[src/rtl/tlb_op_ctrl.sv]
// -----------------------------------------------------------------------------
// tlb_op_ctrl
// Puts the CP0 TLB instructions (TLBP, TLBR, TLBWI, TLBWR) onto the MMU's TLB
// maintenance ports and returns the results to CP0. The block also owns the
// MIPS Random register.
//
// Ports:
//   clk, rst            clock, synchronous active-high reset
//   op_valid, op_type   op request from execute (00 P, 01 R, 10 WI, 11 WR)
//   op_ready, busy      idle / op in flight (pipeline stall)
//   cp0_index           CP0 Index, used by TLBR/TLBWI
//   cp0_wired(_we)      CP0 Wired value and its write strobe
//   cp0_tlb_config      packed EntryHi/PageMask/EntryLo0/1
//   random_o            CP0 Random register
//   tlb_config, tlb_we_index, tlb_we, tlb_p, tlb_read_index   to mmu
//   tlb_p_res_i, tlb_read_config_i                            from mmu
//   res_valid, res_type, res_index, res_config                to CP0
// -----------------------------------------------------------------------------
module tlb_op_ctrl #(
    parameter int ENABLE_TLB = 1,
    parameter int IDX_W      = 4
) (
    input  logic             clk,
    input  logic             rst,
    input  logic             op_valid,
    input  logic [1:0]       op_type,
    output logic             op_ready,
    output logic             busy,
    input  logic [IDX_W-1:0] cp0_index,
    input  logic [IDX_W-1:0] cp0_wired,
    input  logic             cp0_wired_we,
    input  logic [85:0]      cp0_tlb_config,
    output logic [IDX_W-1:0] random_o,
    output logic [85:0]      tlb_config,
    output logic [IDX_W-1:0] tlb_we_index,
    output logic             tlb_we,
    output logic             tlb_p,
    output logic [IDX_W-1:0] tlb_read_index,
    input  logic [31:0]      tlb_p_res_i,
    input  logic [85:0]      tlb_read_config_i,
    output logic             res_valid,
    output logic [1:0]       res_type,
    output logic [31:0]      res_index,
    output logic [85:0]      res_config
);

    localparam logic [1:0] ST_IDLE    = 2'd0;
    localparam logic [1:0] ST_ISSUE   = 2'd1;
    localparam logic [1:0] ST_CAPTURE = 2'd2;
    localparam logic [1:0] ST_DONE    = 2'd3;

    localparam logic [1:0] OP_TLBP  = 2'b00;
    localparam logic [1:0] OP_TLBR  = 2'b01;
    localparam logic [1:0] OP_TLBWR = 2'b11;

    localparam logic [IDX_W-1:0] RAND_TOP  = {IDX_W{1'b1}};
    localparam logic [31:0]      PROBE_MISS = 32'h8000_0000;

    logic [1:0]       state_r;
    logic [1:0]       state_nxt_s;
    logic [IDX_W-1:0] random_r;
    logic [IDX_W-1:0] random_nxt_s;
    logic [IDX_W-1:0] op_index_s;
    logic             accept_s;
    logic [1:0]       op_type_r;
    logic [85:0]      tlb_config_r;
    logic [IDX_W-1:0] idx_r;
    logic             tlb_we_r;
    logic             tlb_p_r;
    logic             res_valid_r;
    logic [31:0]      res_index_r;
    logic [85:0]      res_config_r;

    assign accept_s       = op_valid && (state_r == ST_IDLE);
    assign op_ready       = (state_r == ST_IDLE);
    assign busy           = (state_r != ST_IDLE);
    assign random_o       = random_r;
    assign tlb_config     = tlb_config_r;
    assign tlb_we_index   = idx_r;
    assign tlb_read_index = idx_r;
    assign tlb_we         = tlb_we_r;
    assign tlb_p          = tlb_p_r;
    assign res_valid      = res_valid_r;
    assign res_type       = op_type_r;
    assign res_index      = res_index_r;
    assign res_config     = res_config_r;

    // Next FSM state; without a TLB an accepted op goes straight to DONE.
    always_comb begin
        state_nxt_s = state_r;
        case (state_r)
            ST_IDLE: begin
                if (op_valid) begin
                    state_nxt_s = (ENABLE_TLB != 0) ? ST_ISSUE : ST_DONE;
                end else begin
                    state_nxt_s = ST_IDLE;
                end
            end
            ST_ISSUE:   state_nxt_s = ST_CAPTURE;
            ST_CAPTURE: state_nxt_s = ST_DONE;
            ST_DONE:    state_nxt_s = ST_IDLE;
            default:    state_nxt_s = ST_IDLE;
        endcase
    end

    // Random decrements toward Wired. It reloads to the top entry when Wired
    // is written, or when it is at or below Wired, which also covers the wrap.
    always_comb begin
        random_nxt_s = random_r;
        if (cp0_wired_we) begin
            random_nxt_s = RAND_TOP;
        end else if (random_r <= cp0_wired) begin
            random_nxt_s = RAND_TOP;
        end else begin
            random_nxt_s = random_r - {{(IDX_W-1){1'b0}}, 1'b1};
        end
    end

    // TLBWR targets the Random value seen at the accept edge. Every other op uses Index.
    always_comb begin
        op_index_s = cp0_index;
        if (op_type == OP_TLBWR) begin
            op_index_s = random_r;
        end else begin
            op_index_s = cp0_index;
        end
    end

    // FSM state and Random register.
    always_ff @(posedge clk) begin
        if (rst) begin
            state_r  <= ST_IDLE;
            random_r <= RAND_TOP;
        end else begin
            state_r  <= state_nxt_s;
            random_r <= random_nxt_s;
        end
    end

    // Operand latch at accept. The values are held until the next accept.
    always_ff @(posedge clk) begin
        if (rst) begin
            op_type_r    <= 2'b00;
            tlb_config_r <= 86'd0;
            idx_r        <= {IDX_W{1'b0}};
        end else if (accept_s) begin
            op_type_r    <= op_type;
            tlb_config_r <= cp0_tlb_config;
            idx_r        <= op_index_s;
        end else begin
            op_type_r    <= op_type_r;
            tlb_config_r <= tlb_config_r;
            idx_r        <= idx_r;
        end
    end

    // One-cycle MMU strobes, raised in the cycle right after accept (ISSUE).
    always_ff @(posedge clk) begin
        if (rst) begin
            tlb_we_r <= 1'b0;
            tlb_p_r  <= 1'b0;
        end else if (accept_s && (ENABLE_TLB != 0)) begin
            tlb_we_r <= op_type[1];
            tlb_p_r  <= (op_type == OP_TLBP);
        end else begin
            tlb_we_r <= 1'b0;
            tlb_p_r  <= 1'b0;
        end
    end

    // Result registers and the completion pulse. With a TLB the MMU answer is
    // captured leaving CAPTURE. Without a TLB fixed results are loaded at accept.
    always_ff @(posedge clk) begin
        if (rst) begin
            res_valid_r  <= 1'b0;
            res_index_r  <= 32'd0;
            res_config_r <= 86'd0;
        end else if ((ENABLE_TLB != 0) && (state_r == ST_CAPTURE)) begin
            res_valid_r <= 1'b1;
            if (op_type_r == OP_TLBP) begin
                res_index_r <= tlb_p_res_i;
            end else if (op_type_r == OP_TLBR) begin
                res_config_r <= tlb_read_config_i;
            end else begin
                res_index_r <= res_index_r;
            end
        end else if ((ENABLE_TLB == 0) && accept_s) begin
            res_valid_r <= 1'b1;
            if (op_type == OP_TLBP) begin
                res_index_r <= PROBE_MISS;
            end else if (op_type == OP_TLBR) begin
                res_config_r <= 86'd0;
            end else begin
                res_index_r <= res_index_r;
            end
        end else begin
            res_valid_r <= 1'b0;
        end
    end

endmodule

[config.mk]
export PLATFORM = sky130hd
export DESIGN_NAME = tlb_op_ctrl
export DESIGN_NICKNAME = d
export VERILOG_FILES = /design/src/rtl/tlb_op_ctrl.sv
export SDC_FILE = /design/constraint.sdc
export NUM_CORES = 1
export LEC_CHECK = 0
export CORE_AREA = 10 10 163 165
export DETAILED_ROUTE_END_ITERATION = 8
export DIE_AREA = 0 0 173 175
export MAX_ROUTING_LAYER = met4
export PLACE_DENSITY_LB_ADDON = 0.08
export SLEW_MARGIN = 0
export SYNTH_ARGS = -nofsm -noshare
export SYNTH_HDL_FRONTEND = slang
export SYNTH_SLANG_ARGS = --single-unit
[constraint.sdc]
create_clock -name clk -period 1.75 [get_ports clk]
set_input_delay 0.4375 -clock clk [delete_from_list [all_inputs] [get_ports clk]]
set_output_delay 0.4375 -clock clk [all_outputs]
set_load 0.005 [all_outputs]
; After elaboration in Yosys (flattened, before gate mapping)
; Index checks and enable logic that the tools add are counted.
[totals]
wordCells = 32
inputBits = 218
regBits = 219
out_inout_bits = 223
[op_classes]
n_eq_ne = 5
n_lt_le_gt_ge = 1
reduce_logical = 9
bitwise = 2
n_addsub = 1
muxes = 4
[ops]
columns = cell, n
row1 = $pmux W2 S4, 1
row2 = $eq A2 B2 Y1 const B, 3
row3 = $logic_not A2 Y1, 3
row4 = $eq A2 B1 Y1 const B, 2
row5 = $le A4 B4 Y1, 1
row6 = $mux W4, 1
row7 = $sub A4 B1 Y4 const B, 1
row8 = $reduce_and A3 Y1, 1
row9 = $reduce_or A3 Y1, 1
row10 = $mux W1, 2
row11 = $not A1 Y1, 2
row12 = $reduce_and A2 Y1, 1
row13 = $reduce_bool A2 Y1, 1
row14 = $reduce_or A2 Y1, 1
row15 = $logic_and A1 B1 Y1, 1

; Logic depth before layout (Yosys ltp)
[logic_depth]
depth_word = 4
depth_mapped = 8
ltp_nobuf = 5

; Worst setup path after synthesis
; Ideal clock, no wire load.
[synth_timing]
kind = input to register
from = input port cp0_wired[3]
to = register random_r[0], in the netlist random_o[0]
n_path_buf = 0
t_required_ns = 1.610
stages = 5
arrival_ns = 1.333
setup_time_ns = 0.140
path_slack_ns = 0.277
path_cell_list = inv_1 ha_1 and4_1 nor3_1 o211ai_1
[synth_via]
elab_chain_cells = 2
[synth_lines]
columns = element, line
row1 = from (decl), 30  ; input logic [IDX_W-1:0] cp0_wired,
row2 = $le A4 B4 Y1, 112  ; end else if (random_r <= cp0_wired) begin
row3 = $reduce_or A3 Y1 (no source line), -
row4 = to (signal assigned), 136  ; random_r <= random_nxt_s;
row5 = to (decl), 61  ; logic [IDX_W-1:0] random_r;
; No other way between the ends.
; A chain may end at the register's enable or synchronous reset.

; Worst setup path in the final report
[layout_timing]
from = register state_r[0]
to = output port busy
[layout_via]
elab_chain_cells = 1
[layout_lines]
columns = element, line
row1 = from (decl), 59  ; logic [1:0] state_r;
row2 = from (signal assigned), 135  ; state_r <= state_nxt_s;
row3 = $reduce_bool A2 Y1, 76  ; assign busy = (state_r != ST_IDLE);
row4 = to (decl), 28  ; output logic busy,
; No other way between the ends.

==> impl_results.md <==
* Remaining antenna violation count at 0
* Final Hold Viols at 0
* Startpoint types: flip-flop
* Area share of fa/ha/maj cells after synthesis at 1.30%
* Die W at between 150 and 200 µm
* Placer's final routability congestion estimate at roughly 0.82
* Cell area after synthesis at a little under 8000 µm²
* Placed cell area at approximately 13,000 µm²
* Total CTS buffers at 25
* CTS Sinks at 219
* CP arrival at about 1.2 ns
* Leak Pwr at around 5.8 nW
* RSZ-0062 raised after global routing: no
* FP Rows at between 50 and 60
* Top cells by count, synth: nand2_1 (418), dfxtp_1 (219), a21oi_1 (206), clkbuf_1 (42), buf_2 (19)
* Reg2reg end: res_index[28]
* Status: completed
* Simple-gate share of the synthesized area at between 20% and 30%
* First-pass GRT wire length at approximately 46,000 µm
* Syn. warnings at 0
* Post-synthesis async set-or-reset flop share at 0%
* Dominant cell by count in the synthesized netlist: nand2_1
* Post-Layout Inst Area at between 10,000 and 15,000 µm²
* Req. time, crit path at about 1.3 ns
* Comb pwr share at around 14%
* Layout Cells excl Fill at 1,731
* Slew Limit Fails at 0
* GRT Resource Usage Total at roughly 20%
* Layout Nets at 1,618
* Setup violators final at 0
* Top layer in use: met4
* Fmax at 604 MHz
* Compound-Gate Fraction of Synth Area at 14.4%
* Xor and xnor area share after synthesis at 0.227%
* Initial Utilization at 33.2%
* Layout cells sized above 1 at between 6 and 7%
* Drc violations at 0
* Number of global-route vias before repair at ~7,500
* DRT met1 WL at 12,300 µm
* WS Path Type: reg2out
* Hold buffers post-CTS at 0
* Post-synthesis sequential area ratio at between 50% and 60%
* Reg power frac at 42.6%
* DRT iter0 DRCs at slightly below 500
* Pwr dens at between 900 and 1000 nW/µm²
* Critical path endpoint category: output port
* Tcrit/Tclk final at between 90% and 100%
* Library cells used by synthesis at 26
* Full die area at approximately 30,000 µm²
* Worst-path fanout max at 3
* Slew margin rel. at approximately 73%
* Clk root buf: clkbuf_16
* Worst hold margin at roughly 0.28 ns
* Dominant cell type by area after synthesis: dfxtp_1
* Flop2flop setup slack at approximately 0.15 ns
* Clock network fraction of design power at 42.9%
* Max Clock Skew at between 0.01 and 0.015 ns
* Pre-antenna DRT Iters at 5
* Fin Setup TNS at 0 ns
* Hold Startpoint: rst
* Sw Share at 24.1%
* Post-synthesis cell count at 969
* H-tree Lvls at 1
* Initial antenna violation count at 1
* Setup slack at placement at -0.177 ns
* Seq cells post-synth at around 220
* Reg2reg start: state_r[1]
* Synthesized Nets at around 1,200
* Placed Cells at roughly 1,700
* Syn_area_per_cell at around 8.0 µm²
* Total power at between 10 and 15 mW
* TritonCTS clock tree: done
* Routed WL at roughly 31,000 µm
* Ys flop type: dfxtp_1
* Post-synthesis mux area share at less than 1%
* Main combinational cell family by area after synthesis: simple AND/OR/NAND/NOR gates
* Power Internal at 9.58 mW
* Share of the synthesized area in the top cell type at ~57%
* Largest net degree at the start of global routing at 87
* Hpwl dp at ~23,000 µm
* Post-DR vias/cell at ~4.5
* Tightest Hold Check Type: in2reg
* EDFF count, synth at 0
* Routed via count at approximately 7,800
* Remaining Overflow, GRT at 0
* Final worst slack at roughly 0.094 ns
* Cell count of the worst reg-to-reg path at 6
* IO Pins at roughly 440
* Hold path depth at 2
* Hold Path End: res_config[4]
* WL met3 at roughly 3200 µm
* Clk_lat worst skew at roughly 0.52 ns
* Largest cells by area after synthesis: dfxtp_1 (57%), nand2_1 (20%), a21oi_1 (13%)
* WL met2 at 15,200 µm
* Final Core Density at 56.6%
* Die H at 175 µm
* Clock Path Buffers at 3
* Core area at roughly 23,000 µm²
* Area Growth Syn to Fin at 70.5%
* Wire length per cell at around 18 µm
* Least-Margin Pin Slew at just under 0.4 ns
* Psw at between 3 and 4 mW
* Max Cap Viol at 0
* IO buf count at 440
* Max rail drop VDD at between 0.7 and 0.8 mV
* Final Critical Period at roughly 1.7 ns
* Clk pin slew, worst setup/hold paths at approximately 0.060 ns
## flip-flops by register name, indices dropped and copies added, names as in the netlist
name	flops
res_index	32
res_type	2
state_r	2
res_valid	1
tlb_read_index	4
tlb_we	1
tlb_config	86
tlb_p	1
res_config	86
random_o	4
## what timing repair did
item | in CTS | in global routing
setup buffers | 1 | 0
gates resized for setup | 240 | 2
endpoints found under the setup margin | 223 | 2
pin swaps | 1 | 0
## final cells by class
| class | instances | area (µm²) |
|---|---|---|
| clock buffers | 35 | 723 |
| inverters | 8 | 30.0 |
| clock inverters | 11 | 140 |
| repair buffers | 471 | 4490 |
| fillers | 2264 | 10100 |
| multi-input cells | 667 | 2970 |
| well taps | 319 | 399 |
| flip-flops and latches | 219 | 4400 |
| diodes | 1 | 2.50 |
## cell families after synthesis
logic type      Yosys count
buf+inv                  83
compound gates          216
xor+xnor                  2
fa+ha+maj                 8
flops                   219
simple gates            440
mux                       1
## power groups by stage
stage          registers (mW)  logic [mW]  clock network (mW)
2_1_floorplan            5.50       0.646                   0
3_3_place_gp             5.47        2.02                   0
3_5_place_dp             5.48        2.03                   0
4_1_cts                  5.37        1.87                5.60
5_1_grt                  5.40        2.02                5.80
6_report                 5.37        1.83                5.42
## routing by layer
layer | up-vias | global-route usage [%]
met3 | 37 | 8.45
li1 | 3965 | -
met4 | 0 | 4.81
met5 | - | -
met1 | 3499 | 21.6
met2 | 325 | 33.4
## worst max-delay path by stage
stage                 startpoint             end  slack [ns]  depth (start not counted)
floorplan           cp0_wired[3]     random_o[0]        0.28                          5
global placement    cp0_wired[2]     random_o[0]       -0.17                          7
detailed placement  cp0_wired[2]     random_o[2]       -0.18                          7
CTS                   state_r[0]        op_ready       0.003                          3
global route          state_r[1]  res_config[68]        0.03                          6
finish                state_r[0]            busy        0.09                          4
## layout by cell type (no fill, tap or decap), types with 2 or more instances in the layout
cell type / synthesis / routed
nor2_1: 5 / 5
nor2b_1: 3 / 3
buf_4: 14 / 20
o211ai_1: 4 / 4
clkbuf_16: 0 / 25
nand3_1: 4 / 4
dfxtp_1: 219 / 210
a311oi_1: 4 / 4
inv_6: 0 / 2
bufinv_16: 0 / 3
clkbuf_8: 0 / 6
clkdlybuf4s50_1: 0 / 216
clkinv_2: 0 / 5
nor3_1: 2 / 2
xnor2_1: 2 / 2
ha_1: 8 / 7
inv_1: 8 / 6
dfxtp_2: 0 / 8
buf_12: 0 / 11
inv_2: 0 / 2
clkbuf_1: 42 / 4
nand2_1: 418 / 417
dlygate4sd2_1: 0 / 221
a21oi_1: 206 / 206
## worst max-delay path, cell delays in order (launching register included)
cell and delay [ns]:
dfxtp_2 0.32, inv_2 0.08, ha_4 0.15, inv_1 0.04, buf_2 0.11
(Power assumes the default switching activity.)
